===== config.mk =====
export PLATFORM = sky130hd
export DESIGN_NAME = stream_demux_1ton
export DESIGN_NICKNAME = d
export VERILOG_FILES = /design/src/rtl/stream_demux_pkg.sv /design/src/rtl/demux_slot.sv /design/src/rtl/stream_demux_1ton.sv
export SDC_FILE = /design/constraint.sdc
export NUM_CORES = 1
export LEC_CHECK = 0
export BUFFER_PORTS_ARGS = -buffer_cell sky130_fd_sc_hd__buf_4
export CAP_MARGIN = 40
export CORE_MARGIN = 3
export CORE_UTILIZATION = 44
export DETAILED_ROUTE_END_ITERATION = 12
export PLACE_DENSITY_LB_ADDON = 0.1
export SLEW_MARGIN = 10
export SYNTH_ARGS = -nofsm -noshare
export SYNTH_HDL_FRONTEND = slang
export SYNTH_SLANG_ARGS = --single-unit

===== constraint.sdc =====
create_clock -name clk -period 1.6 [get_ports clk]
set_clock_uncertainty 0.15 [all_clocks]
set_input_delay 0.16 -clock clk [delete_from_list [all_inputs] [get_ports clk]]
set_output_delay 0.16 -clock clk [all_outputs]
set_load 0.005 [all_outputs]

===== src/rtl/stream_demux_pkg.sv =====
// stream_demux_pkg
//   Shared definitions for the 1-to-N stream demultiplexer:
//   - sel_width(): select-index width for a channel count (at least 1 bit)
//   - reset values for per-channel slot state and the drop counter
//   - ch_lsb(): LSB of channel k within a flattened NUM_CH*DATA_W bus
package stream_demux_pkg;

  // Smallest w with 2**w >= n, never below 1 so a select port always exists.
  function automatic int sel_width(input int n);
    int w;
    w = 1;
    while ((1 << w) < n) w++;
    return w;
  endfunction

  localparam logic SLOT_VLD_RST  = 1'b0;
  localparam int   SLOT_DATA_RST = 0;
  localparam int   DROP_CNT_RST  = 0;

  function automatic int ch_lsb(input int k, input int data_w);
    return k * data_w;
  endfunction

endpackage


===== src/rtl/demux_slot.sv =====
// demux_slot
//   One-entry registered holding slot for a single output channel.
//   Ports:
//     clk, rst     - clock, synchronous active-high reset
//     load         - write load_data this cycle (caller only asserts when free)
//     load_data    - beat to store
//     drain_ready  - consumer ready for this channel
//     valid, data  - slot contents; data is 0 whenever the slot is empty
//     free         - slot can take a beat this cycle (empty or draining)
module demux_slot
  import stream_demux_pkg::*;
#(
  parameter int DATA_W = 2
)(
  input  logic              clk,
  input  logic              rst,
  input  logic              load,
  input  logic [DATA_W-1:0] load_data,
  input  logic              drain_ready,
  output logic              valid,
  output logic [DATA_W-1:0] data,
  output logic              free
);

  // Full-throughput slot: a draining slot can be refilled in the same cycle.
  assign free = ~valid | drain_ready;

  always_ff @(posedge clk) begin
    if (rst) begin
      valid <= SLOT_VLD_RST;
      data  <= DATA_W'(SLOT_DATA_RST);
    end else if (load) begin
      // Load wins over drain: a simultaneous drain+load keeps the slot full.
      valid <= 1'b1;
      data  <= load_data;
    end else if (valid & drain_ready) begin
      valid <= 1'b0;
      data  <= DATA_W'(SLOT_DATA_RST);
    end
  end

endmodule


===== src/rtl/stream_demux_1ton.sv =====
// stream_demux_1ton
//   Routes a valid/ready input stream to one of NUM_CH channels, selected
//   per beat by in_sel. Each channel owns a one-entry slot (demux_slot) so
//   backpressure on one consumer only stalls beats aimed at that channel.
//   Beats with in_sel >= NUM_CH are accepted and dropped; each drop raises
//   a one-cycle err_sel pulse and bumps a saturating drop_cnt.
//   Ports:
//     clk, rst               - clock, synchronous active-high reset
//     in_data/in_sel/in_valid/in_ready - input stream
//     out_data  [NUM_CH*DATA_W] - channel k at [k*DATA_W +: DATA_W]
//     out_valid/out_ready [NUM_CH] - per-channel handshake
//     err_sel                - drop pulse
//     drop_cnt  [CNT_W]      - saturating drop count
//   Build option DEMUX_BROADCAST_EN adds in_bcast: when high, a beat is
//   written into every slot at once (needs all slots free; in_sel ignored).
module stream_demux_1ton
  import stream_demux_pkg::*;
#(
  parameter  int DATA_W = 2,
  parameter  int NUM_CH = 4,
  parameter  int CNT_W  = 8,
  localparam int SEL_W  = sel_width(NUM_CH)
)(
  input  logic                     clk,
  input  logic                     rst,
  input  logic [DATA_W-1:0]        in_data,
  input  logic [SEL_W-1:0]         in_sel,
  input  logic                     in_valid,
  output logic                     in_ready,
`ifdef DEMUX_BROADCAST_EN
  input  logic                     in_bcast,
`endif
  output logic [NUM_CH*DATA_W-1:0] out_data,
  output logic [NUM_CH-1:0]        out_valid,
  input  logic [NUM_CH-1:0]        out_ready,
  output logic                     err_sel,
  output logic [CNT_W-1:0]         drop_cnt
);

  logic [NUM_CH-1:0]      free;
  logic [NUM_CH-1:0]      load;
  logic [(1<<SEL_W)-1:0]  free_pad;
  logic                   sel_ok;
  logic                   bcast;
  logic                   accept;
  logic                   drop;

`ifdef DEMUX_BROADCAST_EN
  assign bcast = in_bcast;
`else
  assign bcast = 1'b0;
`endif

  assign sel_ok = int'(in_sel) < NUM_CH;

  // Pad the free vector to the full select range so in_sel can index it
  // directly when NUM_CH is not a power of two; padding is never used
  // because sel_ok steers those indices elsewhere.
  always_comb begin
    free_pad               = '0;
    free_pad[NUM_CH-1:0]   = free;
  end

  // Ready never looks at in_valid, so producers may wait on it safely.
  always_comb begin
    if (rst)          in_ready = 1'b0;
    else if (bcast)   in_ready = &free;
    else if (!sel_ok) in_ready = 1'b1;
    else              in_ready = free_pad[in_sel];
  end

  assign accept = in_valid & in_ready;
  assign drop   = accept & ~bcast & ~sel_ok;

  for (genvar k = 0; k < NUM_CH; k++) begin : g_ch
    assign load[k] = accept & (bcast | (sel_ok & (in_sel == SEL_W'(k))));

    demux_slot #(.DATA_W(DATA_W)) u_slot (
      .clk         (clk),
      .rst         (rst),
      .load        (load[k]),
      .load_data   (in_data),
      .drain_ready (out_ready[k]),
      .valid       (out_valid[k]),
      .data        (out_data[ch_lsb(k, DATA_W) +: DATA_W]),
      .free        (free[k])
    );
  end

  always_ff @(posedge clk) begin
    if (rst) begin
      err_sel  <= 1'b0;
      drop_cnt <= CNT_W'(DROP_CNT_RST);
    end else begin
      err_sel <= drop;
      if (drop && (drop_cnt != '1))
        drop_cnt <= drop_cnt + 1'b1;
    end
  end

endmodule


# After elaboration in Yosys (flattened, before gate mapping)
# Index checks and enable logic that the tools add are counted.
# op_classes
n_eq_ne	3
mux	19
shift	0
reduce_logical	5
n_div	0
n_lt_le_gt_ge	1
n_bitwise	17
n_mul	0
n_addsub	0
# op_table
op	count
2-bit two-way mux	8
1-bit two-way mux	10
1-bit AND	9
2-bit nonzero test	4
2-bit == test (second input constant)	2
1-bit inverter	4
1-bit bitwise OR	4
2-bit by 3-bit less-than comparator with 1-bit output (second input constant)	1
1-bit binary-select mux with 2-bit select	1
2-bit by 1-bit == test with 1-bit output (second input constant)	1
2-bit zero test	1
# word_totals
mem_bits_rw	0
mem_bits_ro	0
wordCells	53
mem_count	0
regBits	12
latchBits	0

# Depth between registers and ports, before layout
# depth
word_depth	8
depth_mapped	3

# Modules after synthesis
# A second synthesis with hierarchy kept.
# unflattened
cells_unflattened	72
area_unflattened_um2	619.3
# by_module_without_submodules
mod	area_each_um2	cells_per_inst	n_inst
demux_slot	116.4	13	4
stream_demux_1ton	153.9	20	1

# Worst setup path after synthesis
# OpenSTA, ideal clock, no wires.
# synth_path
kind	register to output
from	register g_ch[3].u_slot.valid
to	output in_ready
required_time_ns	1.290
stages_incl_launch_ff	4
slack_ns	0.277
t_arrival_ns	1.013
n_path_buf	0
path_cell_list	dfxtp_1 > nand2b_4 > mux4_2 > nor2b_4
# synth_between
elab_chain_cells	5
# synth_rtl
item	line_no	rtl
from (decl)	demux_slot.sv:20	output logic valid,
from (signal assigned)	demux_slot.sv:30	valid <= SLOT_VLD_RST;
from (signal assigned)	demux_slot.sv:34	valid <= 1'b1;
from (signal assigned)	demux_slot.sv:37	valid <= 1'b0;
1-bit inverter	demux_slot.sv:26	assign free = ~valid | drain_ready;
1-bit bitwise OR	demux_slot.sv:26	
1-bit binary-select mux with 2-bit select	stream_demux_1ton.sv:69	else in_ready = free_pad[in_sel];
1-bit two-way mux (implied by the code)	stream_demux_1ton.sv:69	
1-bit two-way mux	stream_demux_1ton.sv:66	if (rst) in_ready = 1'b0;
to (decl)	stream_demux_1ton.sv:29	output logic in_ready,
# No other way between the ends. The select of a mux whose other input is x is not followed.

# Worst setup path after layout
# Ends and elaborated chain as after synthesis.

==> impl_metrics.ini <==
[power]
vdd_ir_drop_max_v = 0.000550
power-per-cell-area_nw_per_um2 = 709
static-leakage-power_nw = 0.465

[drt]
detail_route.wirelength_um = 1290
drtPass1Iterations = 4
drt-initial-drc-count = 6
route.detailed.wl_per_inst_um = 11.9
routed_via_density = 4.79
drt_drc_violations_left = 0
num_vias = 517
antenna_violating_nets_post_route = 0

[worst_setup_path]
cp_data_required_time_ns = 1.29
element_type_at_the_critical_path_start = flop
cp.arrival_ns = 1.40
critPathKind = flop to primary output
critical_path.endpoint_type = primary output
crit_fanout = 2

[logic_synthesis]
yosys.cell_count.top_type = sky130_fd_sc_hd__buf_4
post_synth.cell_area_avg_um2 = 10.8
ys_warn_count = 0
synth.largest_area_cell = sky130_fd_sc_hd__dfxtp_1
synth_cells = 63
post_synthesis_register_bit_count = 12
synth_async_sr_flop_share_pct = 0
syn-cell-area_um2 = 679
yosysUniqueCellTypes = 21
synth_top_flop_cell = sky130_fd_sc_hd__dfxtp_1
post_synth_main_area_contributors = sky130_fd_sc_hd__dfxtp_1, sky130_fd_sc_hd__buf_4, sky130_fd_sc_hd__mux2_2
yosysTopAreaCellShare_pct = 35.4
seq_area_frac_synth_pct = 35.4
synth.top_cells.by_count = sky130_fd_sc_hd__buf_4, sky130_fd_sc_hd__dfxtp_1, sky130_fd_sc_hd__a21oi_1, sky130_fd_sc_hd__mux2_2, sky130_fd_sc_hd__nor3b_1
synth_edf_count = 0

[timing]
rsz_0062_raised_after_global_routing = true
fmax_mhz = 586
slew_violations = 0
hold_viol = 0
finalCritPeriodShare_pct = 107
postLayoutSetupSlackWorst_ns = -0.106
setup-tns-final_ns = -0.106
timing.final.setup_violations = 1
final.min_clock_period_ns = 1.71

[clock_tree]
cts_buffer_depth = 2
cts_sinks = 12
htree_levels = 1
clock_latency_late_sink_ns = 0.28
cts_buffers = 3
clock_tree_from_tritoncts = done
cts.reportedPaths.clkPinSlew_ns = 0.08
cts_root_buffer = sky130_fd_sc_hd__clkbuf_4

[finish]
finish.net_count = 105
post_layout_nonfiller_instances = 108
fill_cells = 108
area_growth_pct = 36.6
drive_gt1_share_pct = 59.1
area.sequential_um2 = 245
multi_input_comb_area_um2 = 379
final_util_pct = 67.9
antenna-diode-count = 0

[global_route]
antenna_found_initial = 0
grt_max_degree = 16
global_route_wire_length_before_repair_um = 2170
grt_remaining_overflow = 0
vias_in_the_first_global_route = 543
grt_usage_pct = 14.8

[status]
failed_checks = negative setup slack
outcome = finished, violations left

[floorplan]
rows = 13
dieWidth_um = 45.3
design.core.area_um2 = 1370
ioPinCount = 33
floorplan.initialDensity_pct = 49.7
fp.dieArea_um2 = 2050
die_h_um = 45.3

[placed_design]
placedCellCount = 95
finalWeightedCongestion = 0.646
dpl.hpwl_um = 929
detailedPlace.worstSlack_ns = 0.114
count_of_input_and_output_buffers = 23

[flow_run]
drv_cap = 0

[worst_hold_path]
hp-class = primary input to flop
[metrics by stage]
step | instance area (um^2) | power (mW) | hold slack [ns]
2_1_floorplan | 709 | 0.379 | 0.135
3_3_place_gp | 796 | 0.404 | 0.264
3_5_place_dp | 796 | 0.405 | 0.264
4_1_cts | 921 | 0.661 | 0.00201
5_1_grt | 928 | 0.683 | 0.0188
6_report | 928 | 0.658 | 0.00631
[power breakdown]
part	switching, mW	internal [mW]	total, mW
Clock	0.108	0.139	0.247
Sequential	0.00525	0.309	0.314
Combinational	0.0371	0.0604	0.0975
Total	0.150	0.508	0.658
[cell usage in the layout (no fill, tap or decap)]
cell type                       synthesis  layout
sky130_fd_sc_hd__dfxtp_2                0       4
sky130_fd_sc_hd__and2_1                 2       2
sky130_fd_sc_hd__dlygate4sd3_1          0       2
sky130_fd_sc_hd__clkbuf_8               0       1
sky130_fd_sc_hd__and3b_1                2       2
sky130_fd_sc_hd__mux4_2                 1       1
sky130_fd_sc_hd__nand3b_2               1       1
sky130_fd_sc_hd__nand3_2                1       1
sky130_fd_sc_hd__buf_4                 14      29
sky130_fd_sc_hd__nand2b_1               3       1
sky130_fd_sc_hd__nand2_1                2       2
sky130_fd_sc_hd__nor3b_2                1       1
sky130_fd_sc_hd__clkbuf_4               0       3
sky130_fd_sc_hd__mux2_1                 2       2
sky130_fd_sc_hd__mux2_2                 4       4
sky130_fd_sc_hd__a21oi_1                4       4
sky130_fd_sc_hd__nor3b_1                4       4
sky130_fd_sc_hd__nor2b_4                1       1
sky130_fd_sc_hd__and3b_2                3       3
sky130_fd_sc_hd__dfxtp_1               12       8
sky130_fd_sc_hd__conb_1                 1       9
sky130_fd_sc_hd__nand3b_1               1       1
sky130_fd_sc_hd__mux2_4                 2       2
sky130_fd_sc_hd__nand2b_4               1       3
sky130_fd_sc_hd__nand3_1                1       1
sky130_fd_sc_hd__buf_6                  0       1
[routing by layer]
layer | track usage, % | part of all wire, % | vias to the layer above
met5 | 0 | 0 | -
met4 | 7.02 | 1.7 | 0
met3 | 4.38 | 7.4 | 2
met2 | 26.6 | 50 | 21
met1 | 15.6 | 40 | 240
li1 | - | - | 254
[final timing paths]
| check | start | to | slack, ns | cells past startpoint |
|---|---|---|---|---|
| setup / recovery | g_ch[3].u_slot.valid | in_ready | -0.11 | 4 |
| hold / removal | rst | g_ch[0].u_slot.valid | 0.006 | 2 |
| setup reg to reg | g_ch[3].u_slot.valid | g_ch[3].u_slot.data[1] | 0.29 | 5 |
| hold reg to reg | g_ch[0].u_slot.valid | g_ch[0].u_slot.valid | 0.35 | 2 |
[registers in the layout, summed over array words and instances (netlist names)]
register,cells
g_ch.u_slot.data,8
g_ch.u_slot.valid,4
[area by class of cell]
cell class / instances / area share [%]
Timing Repair Buffer: 32 / 26.8
Tap cell: 15 / 2.02
Clock buffer: 4 / 3.91
Sequential cell: 12 / 26.4
Multi-Input combinational cell: 45 / 40.8
[worst max-delay path, stage by stage (launching register included)]
cell	delay, ns
sky130_fd_sc_hd__dfxtp_2	0.35
sky130_fd_sc_hd__nand2b_4	0.06
sky130_fd_sc_hd__mux4_2	0.46
sky130_fd_sc_hd__nor2b_4	0.14
sky130_fd_sc_hd__buf_6	0.11
[cells by family after synthesis]
logic type,after synthesis,share of synthesized area (%)
AO/OA/AOI/OAI,4,2.95
AND/OR/NAND/NOR,23,28.0
other,1,0.552
buffers and inverters,14,15.5
flip-flops,12,35.4
multiplexers,9,17.7
[what timing repair did]
| action | 4_1_cts | 5_1_grt |
|---|---|---|
| pin swaps | 0 | 0 |
| hold endpoints to repair | 6 | 0 |
| setup endpoints to repair | 1 | 1 |
| gates resized for setup | 7 | 0 |
| setup buffers | 6 | 1 |
| hold buffers | 2 | 0 |
Power figures use the tool's default switching activity.
